`config.mk`:
```
export PLATFORM = sky130hd
export DESIGN_NAME = ip_layer_sequencer
export DESIGN_NICKNAME = d
export VERILOG_FILES = /design/src/rtl/ip_layer_sequencer.sv
export SDC_FILE = /design/constraint.sdc
export NUM_CORES = 1
export LEC_CHECK = 0
export BUFFER_PORTS_ARGS = -buffer_cell sky130_fd_sc_hd__buf_4
export CAP_MARGIN = 20
export CORE_MARGIN = 1
export CORE_UTILIZATION = 55
export CTS_BUF_LIST = sky130_fd_sc_hd__clkbuf_8
export DETAILED_ROUTE_END_ITERATION = 12
export HOLD_SLACK_MARGIN = 0.03
export PLACE_DENSITY = 0.8
export SLEW_MARGIN = 20
export SYNTH_ARGS = -nofsm -noshare
export SYNTH_HDL_FRONTEND = slang
export SYNTH_SLANG_ARGS = --single-unit
```
`constraint.sdc`:
```
create_clock -name clk -period 8.7 [get_ports clk]
set_input_delay 1.74 -clock clk [delete_from_list [all_inputs] [get_ports clk]]
set_output_delay 1.74 -clock clk [all_outputs]
set_load 0.01 [all_outputs]
```
`src/rtl/ip_layer_sequencer.sv`:
```
// Protocol-stack sequencer: validates a layer descriptor, then issues one header-generator
// start per layer (current + next protocol) and waits for each completion.
module ip_layer_sequencer #(
    parameter int unsigned MAX_LAYERS = 4,
    parameter int unsigned TIMEOUT    = 1024
) (
    input  logic                    clk,
    input  logic                    reset,
    input  logic [8*MAX_LAYERS-1:0] desc_layers,
    input  logic [3:0]              desc_count,
    input  logic                    desc_vld,
    output logic                    desc_rdy,
    output logic                    gen_start,
    output logic [7:0]              gen_proto,
    output logic [7:0]              gen_next,
    output logic [2:0]              gen_layer,
    input  logic                    gen_done,
    output logic                    pkt_done,
    output logic                    err,
    output logic [1:0]              err_code,
    output logic                    busy
);

    localparam int unsigned CW = $clog2(TIMEOUT);

    localparam logic [1:0] StIdle  = 2'd0;
    localparam logic [1:0] StCheck = 2'd1;
    localparam logic [1:0] StIssue = 2'd2;
    localparam logic [1:0] StWait  = 2'd3;

    logic [1:0]              state_q, state_d;
    logic [8*MAX_LAYERS-1:0] layer_q, layer_d;
    logic [3:0]              count_q, count_d;
    logic [2:0]              idx_q, idx_d;
    logic [CW-1:0]           tmr_q, tmr_d;
    logic                    desc_rdy_q, busy_q;
    logic                    gen_start_q, gen_start_d;
    logic                    pkt_done_q, pkt_done_d;
    logic                    err_q, err_d;
    logic [1:0]              err_code_q, err_code_d;
    logic [7:0]              gen_proto_q, gen_proto_d;
    logic [7:0]              gen_next_q, gen_next_d;
    logic [2:0]              gen_layer_q;
    logic                    bad_count, bad_proto, bad_order, last;
    logic [31:0]             count_w, next_idx;
    logic [7:0]              cur, prev;

    function automatic logic is_supported(input logic [7:0] p);
        return p inside {8'd1, 8'd4, 8'd6, 8'd17, 8'd41, 8'd58, 8'd97, 8'd255};
    endfunction

    function automatic logic is_tunnel(input logic [7:0] p);
        return p inside {8'd4, 8'd41, 8'd97};
    endfunction

    function automatic logic is_ip(input logic [7:0] p);
        return p inside {8'd4, 8'd41};
    endfunction

    function automatic logic [7:0] layer_at(input logic [8*MAX_LAYERS-1:0] v,
                                            input logic [31:0] i);
        logic [7:0] r;
        r = 8'h00;
        for (int unsigned k = 0; k < MAX_LAYERS; k++) begin
            if (i == k) r = v[8*k +: 8];
        end
        return r;
    endfunction

    assign count_w   = 32'(count_q);
    assign bad_count = (count_q == 4'd0) || (count_w > MAX_LAYERS);
    assign last      = ((32'(idx_q) + 32'd1) == count_w);

    // Only layers below the latched count take part in validation.
    always_comb begin
        bad_proto = 1'b0;
        bad_order = 1'b0;
        cur       = 8'h00;
        prev      = 8'h00;
        for (int unsigned k = 0; k < MAX_LAYERS; k++) begin
            cur = layer_q[8*k +: 8];
            if (k < count_w) begin
                if (!is_supported(cur)) bad_proto = 1'b1;
                if ((k + 1 < count_w) && !is_tunnel(cur)) bad_order = 1'b1;
                if ((k != 0) && (cur == 8'd97) && !is_ip(prev)) bad_order = 1'b1;
            end
            prev = cur;
        end
    end

    always_comb begin
        state_d     = state_q;
        layer_d     = layer_q;
        count_d     = count_q;
        idx_d       = idx_q;
        tmr_d       = tmr_q;
        gen_start_d = 1'b0;
        pkt_done_d  = 1'b0;
        err_d       = 1'b0;
        err_code_d  = err_code_q;
        case (state_q)
            StIdle: begin
                if (desc_vld && desc_rdy_q) begin
                    layer_d = desc_layers;
                    count_d = desc_count;
                    state_d = StCheck;
                end
            end
            StCheck: begin
                state_d = StIdle;
                err_d   = 1'b1;
                if (bad_count) begin
                    err_code_d = 2'd0;
                end else if (bad_proto) begin
                    err_code_d = 2'd1;
                end else if (bad_order) begin
                    err_code_d = 2'd2;
                end else begin
                    err_d       = 1'b0;
                    idx_d       = 3'd0;
                    gen_start_d = 1'b1;
                    state_d     = StIssue;
                end
            end
            StIssue: begin
                tmr_d   = '0;
                state_d = StWait;
            end
            StWait: begin
                tmr_d = tmr_q + CW'(1);
                // A completion on the final timeout cycle still counts as success.
                if (gen_done) begin
                    if (last) begin
                        pkt_done_d = 1'b1;
                        state_d    = StIdle;
                    end else begin
                        idx_d       = idx_q + 3'd1;
                        gen_start_d = 1'b1;
                        state_d     = StIssue;
                    end
                end else if (tmr_q == CW'(TIMEOUT - 1)) begin
                    err_d      = 1'b1;
                    err_code_d = 2'd3;
                    state_d    = StIdle;
                end
            end
            default: state_d = StIdle;
        endcase
    end

    // Generator fields are computed one cycle early so they are registered with the start pulse.
    always_comb begin
        gen_proto_d = gen_proto_q;
        gen_next_d  = gen_next_q;
        next_idx    = 32'(idx_d) + 32'd1;
        if (gen_start_d) begin
            gen_proto_d = layer_at(layer_q, 32'(idx_d));
            gen_next_d  = (next_idx == count_w) ? 8'hFF : layer_at(layer_q, next_idx);
        end
    end

    always_ff @(posedge clk) begin
        if (reset) begin
            state_q     <= StIdle;
            layer_q     <= '0;
            count_q     <= 4'd0;
            idx_q       <= 3'd0;
            tmr_q       <= '0;
            desc_rdy_q  <= 1'b0;
            busy_q      <= 1'b0;
            gen_start_q <= 1'b0;
            gen_proto_q <= 8'h00;
            gen_next_q  <= 8'h00;
            gen_layer_q <= 3'd0;
            pkt_done_q  <= 1'b0;
            err_q       <= 1'b0;
            err_code_q  <= 2'd0;
        end else begin
            state_q     <= state_d;
            layer_q     <= layer_d;
            count_q     <= count_d;
            idx_q       <= idx_d;
            tmr_q       <= tmr_d;
            desc_rdy_q  <= (state_d == StIdle);
            busy_q      <= (state_d != StIdle);
            gen_start_q <= gen_start_d;
            gen_proto_q <= gen_proto_d;
            gen_next_q  <= gen_next_d;
            if (gen_start_d) gen_layer_q <= idx_d;
            pkt_done_q  <= pkt_done_d;
            err_q       <= err_d;
            err_code_q  <= err_code_d;
        end
    end

    assign desc_rdy  = desc_rdy_q;
    assign busy      = busy_q;
    assign gen_start = gen_start_q;
    assign gen_proto = gen_proto_q;
    assign gen_next  = gen_next_q;
    assign gen_layer = gen_layer_q;
    assign pkt_done  = pkt_done_q;
    assign err       = err_q;
    assign err_code  = err_code_q;

endmodule
```
Yosys cells after proc, flatten, opt, wreduce, memory -nomap -nowiden
Cells that the tools add are included.
Operators by class
  add/sub/neg operators: 4
  multiply operators: 0
  div/mod/pow operators: 0
  order comparisons: 6
  equal/unequal tests: 47
  shift-type cells: 0
  mux-type cells: 62
  bitwise gates (word level): 2
  reductions and logical operators: 38
Operator list (count)
  8-bit 2-to-1 mux: 9
  8-bit by 3-bit == test with 1-bit output, second input constant: 8
  8-bit by 6-bit == test with 1-bit output, second input constant: 8
  8-bit by 1-bit == test with 1-bit output, second input constant: 4
  8-bit by 5-bit == test with 1-bit output, second input constant: 4
  8-bit by 7-bit == test with 1-bit output, second input constant: 4
  8-bit == test, second input constant: 4
  32-bit logical NOT: 1
  8-bit nonzero test: 4
  1-bit 2-to-1 mux: 30
  2-bit 2-to-1 mux: 12
  10-bit case mux with 2 select lines: 1
  3-bit 2-to-1 mux: 5
  2-bit nonzero test: 6
  3-bit nonzero test: 4
  10-bit by 1-bit adder with 10-bit output, second input constant: 1
  10-bit == test, second input constant: 1
  3-bit by 1-bit adder with 4-bit output, second input constant: 2
  4-bit by 2-bit == test with 1-bit output, second input constant: 2
  4-bit == test: 2
  1-bit logical AND: 8
  1-bit by 4-bit < comparator with 1-bit output, first input constant: 2
  2-bit by 4-bit < comparator with 1-bit output, first input constant: 2
  2-bit case mux with 4 select lines: 1
  other kinds (22): 34
Word-level totals
  register bits: 77
  latch bits: 0
  memory bits (writable): 0
  memory bits (read-only): 0
  input bits: 40
  output and inout bits: 26
  word-level logic and storage cells: 173
  memories kept: 0

Logic depth before layout (Yosys ltp)
Gate-level depths: netlist of the first run.
  depth in word-level cells: 26
  depth in mapped cells: 21
  mapped depth without buffers: 18

Worst setup path after synthesis of the first run
OpenSTA, ideal clock, no wires.
  path type: input to register
  from: in gen_done
  to: reg gen_next_q[5], in the netlist gen_next[5]
  arrival time: 3.935 ns
  path slack: 4.631 ns
  stages on the path: 15
  buffers on the path: 3
  cells stage by stage: nand3_1 -> a21oi_1 -> buf_2 -> and2_1 -> a21oi_1 -> inv_1 -> ha_1 -> clkbuf_1 -> clkbuf_1 -> nor2_1 -> a21oi_1 -> nor2_1 -> a21oi_1 -> o21a_1 -> a21oi_1
On the way
  cells in the longest elaborated chain, start to end: 9
  elaborated cells between the ends (all ways): 15
  those cells by class: add/sub (1); eq/ne (4); mux (9); reduce/logical (1)
RTL lines
  start, declared: line 17  | input logic gen_done,
  3-bit 2-to-1 mux (*): line 132  | if (gen_done) begin
  3-bit case mux with 2 select lines (*): line 101  | case (state_q)
  via idx_d[0]: line 34  | logic [2:0] idx_q, idx_d;
  3-bit by 1-bit adder with 4-bit output (*): line 155  | next_idx = 32'(idx_d) + 32'd1;
  32-bit logical NOT: line 65  | if (i == k) r = v[8*k +: 8];
  8-bit 2-to-1 mux (4 in a row): line 65
  8-bit 2-to-1 mux (*): line 158  | gen_next_d = (next_idx == count_w) ? 8'hFF : layer_at(layer_q, next_idx);
  end signal, assigned: line 188  | gen_next_q <= gen_next_d;
  end, declared: line 42  | logic [7:0] gen_next_q, gen_next_d;
The timed path passes the listed nets; every way through them passes the cells marked *.
A chain may end at the register's enable or synchronous reset.

Worst setup path in the final report of the first run
  from: reg layer_q[10]
  to: reg gen_next_q[1], in the netlist gen_next[1]
On the way
  cells in the longest elaborated chain, start to end: 24
  elaborated cells between the ends (all ways): 50
  those cells by class: add/sub (1); eq/ne (12); mux (28); reduce/logical (9)
RTL lines
  start, declared: line 32  | logic [8*MAX_LAYERS-1:0] layer_q, layer_d;
  start signal, assigned: line 180  | layer_q <= layer_d;
  8-bit by 3-bit == test with 1-bit output, or another cell as far along: line 49, 53, 57
  3-bit nonzero test: line 53  | return p inside {8'd4, 8'd41, 8'd97};
  1-bit logical NOT: line 84  | if ((k + 1 < count_w) && !is_tunnel(cur)) bad_order = 1'b1;
  1-bit logical AND: line 84
  1-bit 2-to-1 mux: line 84
  1-bit 2-to-1 mux: line 85  | if ((k != 0) && (cur == 8'd97) && !is_ip(prev)) bad_order = 1'b1;
  1-bit 2-to-1 mux: line 82  | if (k < count_w) begin
  1-bit 2-to-1 mux: line 84
  (+5 left out)
  3-bit 2-to-1 mux: line 116  | end else if (bad_order) begin
  3-bit 2-to-1 mux: line 114  | end else if (bad_proto) begin
  3-bit 2-to-1 mux: line 112  | if (bad_count) begin
  3-bit case mux with 2 select lines: line 101
  3-bit by 1-bit adder with 4-bit output: line 155
  32-bit logical NOT: line 65
  8-bit 2-to-1 mux (4 in a row): line 65
  8-bit 2-to-1 mux: line 158
Several ways; a longest one is shown, not always the timed one.

==> key figures, run 1 <==
Power
  • Leak Pwr: 1.99 nW
  • Max VDD drop: 0.105 mV
  • Pwr Total: 820 uW
  • Pwr dens: 164 mW/mm^2

Global routing
  • Initial antenna violation count: 0
  • First-pass GRT wire length: 19600 um
  • Grt ovf: 0
  • Largest net degree at the start of global routing: 64
  • Vias in the first global route: 3963
  • Global Route met1 Usage: 0.391
  • Tot GR Track Use: 0.299
  • Gr busiest metal: met2
  • M3 GR Usage: 0.0497
  • M2 GR Usage: 0.499

Timing
  • Tcrit/Tclk final: 0.535
  • Max Freq: 0.215 GHz
  • Slew of the pin with the lowest slew margin: 1010 ps
  • Hold slack: 474 ps
  • Final WS setup: 4050 ps
  • Slew headroom: 0.320
  • Fin Setup TNS: 0 ps
  • RSZ-0062 raised after global routing: false
  • Final min period: 4650 ps
  • Max Slew Vio Count: 0
  • Clk_skew: 11.1 ps
  • Final setup viols: 0
  • Final Hold Violating Endpoints: 0

Clock network
  • Total CTS buffers: 9
  • CTS Hold Bufs: 0
  • Setup Buffers After CTS: 0
  • Clk slew on worst S/H paths: 80 ps
  • CTS Buffer Depth: 2
  • CTS tree: done
  • Clock Root Buffer: clkbuf_8
  • CTS resizes: 0
  • Num Clock Sinks: 77
  • H-tree Lvls: 3
  • Worst-Skew Late Latency: 360 ps

Die
  • Die Ht: 90.3 um
  • Core Area: 0.00741 mm^2
  • Initial Utilization: 0.579
  • Num rows: 31
  • Die Wd: 90.3 um
  • Die area: 0.00816 mm^2
  • Io pins: 66

Placed design
  • GPL Wtd Cong: 0.908
  • DPL Wire Length: 8030 um
  • Placed inst area: 0.00473 mm^2
  • Place WS: 3470 ps
  • # port buffers: 65

Synthesis
  • Synth async-reset ratio: 0
  • Post-Syn Nets: 648
  • Synth Instances: 598
  • Netlist cell types: 56
  • Register area share after synthesis: 0.359
  • Synth top area cells: dfxtp_1 36%, a21oi_1 12%, nand2_1 9.7%
  • Synthesized area: 0.00429 mm^2
  • Post-synth EDFFs: 0
  • Synth top area share: 0.359
  • Cell taking the most area after synthesis: dfxtp_1
  • Syn avg cell area: 7.17 um^2
  • Synth Flop Type: dfxtp_1
  • Synth warn: 0
  • Register bit total from synthesis: 77

Cells and area
  • Layout cells sized above 1: 0.146
  • NumNets Final: 680
  • Area Overhead vs Synth: 16.5%
  • Ant diodes: 0
  • Finished layout cell area: 0.00500 mm^2

Setup path
  • Crit start category: flop
  • FF-to-FF setup slack: 4050 ps
  • Crit path DAT: 4870 ps
  • Critical Path RT: 8920 ps
  • CP max FO: 24
  • Worst setup EP type: flop
  • Worst setup path category: flop to flop

Route
  • DRC: 0
  • DRT Pass-1 Iters: 6
  • Via density per instance: 5.91
  • DR vias: 4338
  • DRT iter0 DRCs: 307
  • WL/cell: 15.9 um
  • DRT antenna net count: 0
  • Total routed wirelength: 11700 um

Min path
  • Type of the tightest min-delay check: flop to flop

Run status
  • Status: complete, no violations

Job
  • # Max-Cap Violations: 0
-- registers in the layout (all words and copies together), names as in the netlist --
signal,count
busy,1
count_q,4
desc_rdy,1
err,1
err_code,2
gen_layer,3
gen_next,8
gen_proto,8
gen_start,1
idx_q,3
layer_q,32
pkt_done,1
state_q,2
tmr_q,10
-- metal layers --
metal | wire length (um) | vias to the layer above
met5 | 0 | -
met4 | 281 | 0
met3 | 716 | 29
met2 | 5470 | 177
met1 | 5180 | 1996
li1 | - | 2136
-- per-stage QoR --
step | util | cells
2_1_floorplan | - | 598
3_3_place_gp | 0.639 | 718
3_5_place_dp | 0.639 | 718
4_1_cts | 0.674 | 734
5_1_grt | 0.674 | 734
6_report | 0.674 | 734
-- cells by family (layout without fill, tap and decap cells) --
family | count (synthesis) | count (layout) | synth area share
AOI/OAI and AO/OA | 171 | 171 | 0.238
xor gates and xnor gates | 14 | 14 | 0.0286
adders and majority gates | 10 | 10 | 0.0292
buffers and inverters | 60 | 97 | 0.0548
DFF | 77 | 77 | 0.359
muxes | 3 | 3 | 0.00729
and+or+nand+nor | 263 | 263 | 0.283
-- layout by cell type, fill, tap and decap left out, drive strengths merged, types with 2 or more instances in the layout --
cell type	n
nand3	9
clkbuf	12
or4b	2
ha	10
xnor2	6
a21oi	107
mux2i	2
dfxtp	77
or4	4
buf	67
nand4	10
nor3	10
and2	4
nand2b	3
nand3b	2
o22ai	9
a31o	2
o211ai	2
nor3b	2
o21ai	22
and3	18
xor2	8
nor2	74
or3	2
a31oi	4
o21a	8
nor2b	2
inv	15
nor4b	4
a22oi	2
nor4	5
nand2	111
a2111oi	2
bufinv	3
a221oi	2
-- where the power goes --
group	switching, mW	internal, mW	total [mW]
Sequential	0.0212	0.363	0.384
Combinational	0.0494	0.0410	0.0904
Clock	0.132	0.213	0.345
Total	0.203	0.617	0.820
-- synth_stat cells (5+ instances only) --
library cell	instances
nor3_1	9
o21ai_0	21
and3_1	18
o22ai_1	9
nor4_1	5
xor2_1	8
inv_1	14
o21a_1	8
ha_1	10
nand2_1	111
nor2_1	74
a21oi_1	107
clkbuf_1	43
xnor2_1	6
nand4_1	10
nand3_1	9
dfxtp_1	77
-- final cells by class --
class / count / area [um^2]
Multi-Input combinational cell: 461 / 2520
Fill cell: 673 / 2410
Sequential cell: 77 / 1540
Timing Repair Buffer: 67 / 503
Clock buffer: 12 / 165
Tap cell: 99 / 124
Clock inverter: 4 / 93.8
Inverter: 14 / 52.6
-- critical path: stages, from the launching register on --
cell and delay [ps]:
dfxtp_1 420, or4_4 560, nor3_2 220, o21ai_1 100, a31o_1 260, nor4b_4 480, a31oi_4 340, a22oi_1 440
ha_1 750, nor2_1 120, a21oi_1 140, nor2_1 60, a21oi_1 160, nor2_1 60, a21oi_1 180, o21a_1 140
a21oi_1 60
-- worst paths after layout --
| check | endpoint | startpoint | cells after the start |
|---|---|---|---|
| max | gen_next[1] | layer_q[10] | 16 |
| min | err_code[0] | err_code[0] | 2 |
| max reg2reg | gen_next[1] | layer_q[10] | 16 |
| min reg2reg | err_code[0] | err_code[0] | 2 |
No activity file was read; power rests on OpenSTA's default activity.
==> run 2: changes to the inputs <==
- clock period: 8.7 -> 4.7 ns (I/O delays scaled with it)
==> run 2 against run 1 <==
Clock skew up 3.6 ps. Utilization rose by 0.22 points. Final cell count rose by 0.54%. Cell area is 0.33% higher. Sequential share of layout area down 0.10 points. Hold slack worse by 8.3 ps. Combinational power is 86% higher.
==> key figures, run 2 (synthesized netlist as in run 1, its figures left out) <==
Power
  • Pwr dens: 300 mW/mm^2 (+83%)
  • Max VDD drop: 0.169 mV (+60%)
  • Leak Pwr: 2.00 nW (+0.75%)

Route
  • WL/cell: 16.1 um (+1.4%)
  • DR vias: 4347 (+0.21%)
  • DRT antenna net count: 0 (unchanged)
  • DRT Pass-1 Iters: 5 (-1)
  • DRT iter0 DRCs: 346 (+13%)
  • DRC: 0 (unchanged)
  • Via density per instance: 5.89 (-0.34%)
  • Total routed wirelength: 11900 um (+2.0%)

Cells and area
  • Largest Register: layer_q
  • Final Non-Filler Cells: 738 (+0.54%)
  • Final core occ: 0.677 (+0.00220)
  • Most common cell after layout, fill and taps aside: nand2_1
  • NumNets Final: 684 (+0.59%)
  • Most frequent cells in the layout: 111 x nand2_1, 107 x a21oi_1, 77 x dfxtp_1
  • Layout cells sized above 1: 0.150 (+0.00378)
  • Finished layout cell area: 0.00501 mm^2 (+0.33%)
  • Area Overhead vs Synth: 16.9%
  • Max reg flops: 32 (unchanged)
  • Top Registers: layer_q x32, tmr_q x10
  • Ant diodes: 0 (unchanged)

Timing
  • Hold slack: 465 ps (-8.27 ps)
  • Final setup viols: 0 (unchanged)
  • Final Hold Violating Endpoints: 0 (unchanged)
  • Slew headroom: 0.381 (+0.0610)
  • Slew of the pin with the lowest slew margin: 919 ps (-90.5 ps)
  • Fin Setup TNS: 0 ps (unchanged)
  • Final min period: 4250 ps (-405 ps)
  • Clk_skew: 14.7 ps (+3.59 ps)
  • Max Slew Vio Count: 0 (unchanged)
  • Max Freq: 0.235 GHz (+9.5%)
  • RSZ-0062 raised after global routing: false
  • Tcrit/Tclk final: 0.903 (+0.369)

Run status
  • Status: complete, no violations

Global routing
  • Vias in the first global route: 4059 (+2.4%)
  • First-pass GRT wire length: 19600 um (-0.17%)
  • Tot GR Track Use: 0.302 (+0.00216)
  • Initial antenna violation count: 0 (unchanged)
  • Largest net degree at the start of global routing: 64 (unchanged)
  • Grt ovf: 0 (unchanged)

Job
  • # Max-Cap Violations: 0 (unchanged)

Clock network
  • CTS Buffer Depth: 2 (unchanged)
  • Clock Root Buffer: clkbuf_8
  • Setup Buffers After CTS: 0 (unchanged)
  • CTS Hold Bufs: 0 (unchanged)
  • H-tree Lvls: 3 (unchanged)
  • Worst-Skew Late Latency: 370 ps (about the same)
  • CTS tree: done
  • CTS resizes: 0 (unchanged)
  • Num Clock Sinks: 77 (unchanged)
  • Total CTS buffers: 9 (unchanged)
  • Clk slew on worst S/H paths: 90 ps (about the same)

Die
  • Die Wd: 90.3 um (unchanged)
  • Die area: 0.00816 mm^2 (unchanged)
  • Core Area: 0.00741 mm^2 (unchanged)
  • Io pins: 66 (unchanged)
  • Die Ht: 90.3 um (unchanged)
  • Num rows: 31 (unchanged)
  • Initial Utilization: 0.579 (unchanged)

Placed design
  • Placed inst area: 0.00476 mm^2 (+0.63%)
  • DP Cell Count: 722 (+0.56%)
  • # port buffers: 65 (unchanged)
  • GPL Wtd Cong: 0.959 (+5.6%)
  • DPL Wire Length: 8320 um (+3.6%)

Setup path
  • Crit start category: flop
  • Most common cell on crit path: a21oi_1
  • Worst setup path category: flop to flop
  • Worst setup EP type: flop
  • Max stage delay cell, worst path: dfxtp_1
  • WP buf/inv: 1 (+1)
  • Delay-heaviest family, CP: compound AO/OA/AOI/OAI gates
  • CP max FO: 17 (-29%)
  • Crit path largest cell delay: 600 ps (-150 ps)
  • Critical Path RT: 5010 ps (-3910 ps)
  • Crit path DAT: 4550 ps (-320 ps)
  • CP Cell Sequence: xor2_1, a32o_1, a2111oi_0, a31oi_1, and3_1, a31oi_4, a22oi_1, inv_1, ha_1, nand2_1, nor2_1, a21oi_1, nor2_1, a21oi_1, nor2_1, a21oi_1, o21a_1, a21oi_1

Min path
  • Type of the tightest min-delay check: flop to flop
run 2: changes by cell type in the layout (fill, tap and decap cells not counted), sizes merged:
cell    before  now
clkinv       0    2
clkbuf      12   10
buf         67   71
run 2: final timing paths:
check,start,slack [ps],end,depth (start not counted)
min,gen_layer[2],470,gen_layer[2],2
max reg2reg,layer_q[6],450,gen_next[5],18
max,layer_q[6],450,gen_next[5],18
min reg2reg,gen_layer[2],470,gen_layer[2],2
run 2: metrics by stage:
stage | total power [mW] | setup slack, ps
after floorplan | 0.826 | 1020
after global placement | 0.885 | 557
after detailed placement | 0.889 | 502
after CTS | 1.51 | 457
after global routing | 1.56 | 71.7
final | 1.50 | 454
run 2: where the power goes:
part           internal, mW  leakage (nW)  switching, mW
sequential            0.671         0.624         0.0372
combinational        0.0765          1.25         0.0918
clock                 0.367         0.128          0.258
total                  1.12          2.00          0.387
run 2: layout make-up:
class / instances / area, um^2
Multi-Input combinational cell: 461 / 2510
Fill cell: 671 / 2400
Sequential cell: 77 / 1540
Timing Repair Buffer: 71 / 533
Clock buffer: 10 / 138
Tap cell: 99 / 124
Clock inverter: 6 / 111
Inverter: 14 / 52.6
run 2: tightest hold or removal path: cells and delay by family (launching register included):
family           cells  cell delay [ps]
AO/OA/AOI/OAI        1               50
AND/OR/NAND/NOR      1               50
flip-flops           1              320
run 2: layer usage:
metal | track usage | wire length [um] | share of wire | up-vias
li1 | - | - | - | 2143
met1 | 0.379 | 5260 | 0.44 | 2058
met2 | 0.501 | 5700 | 0.48 | 126
met3 | 0.0631 | 618 | 0.052 | 20
met4 | 0.128 | 297 | 0.025 | 0
met5 | 0 | 0 | 0 | -
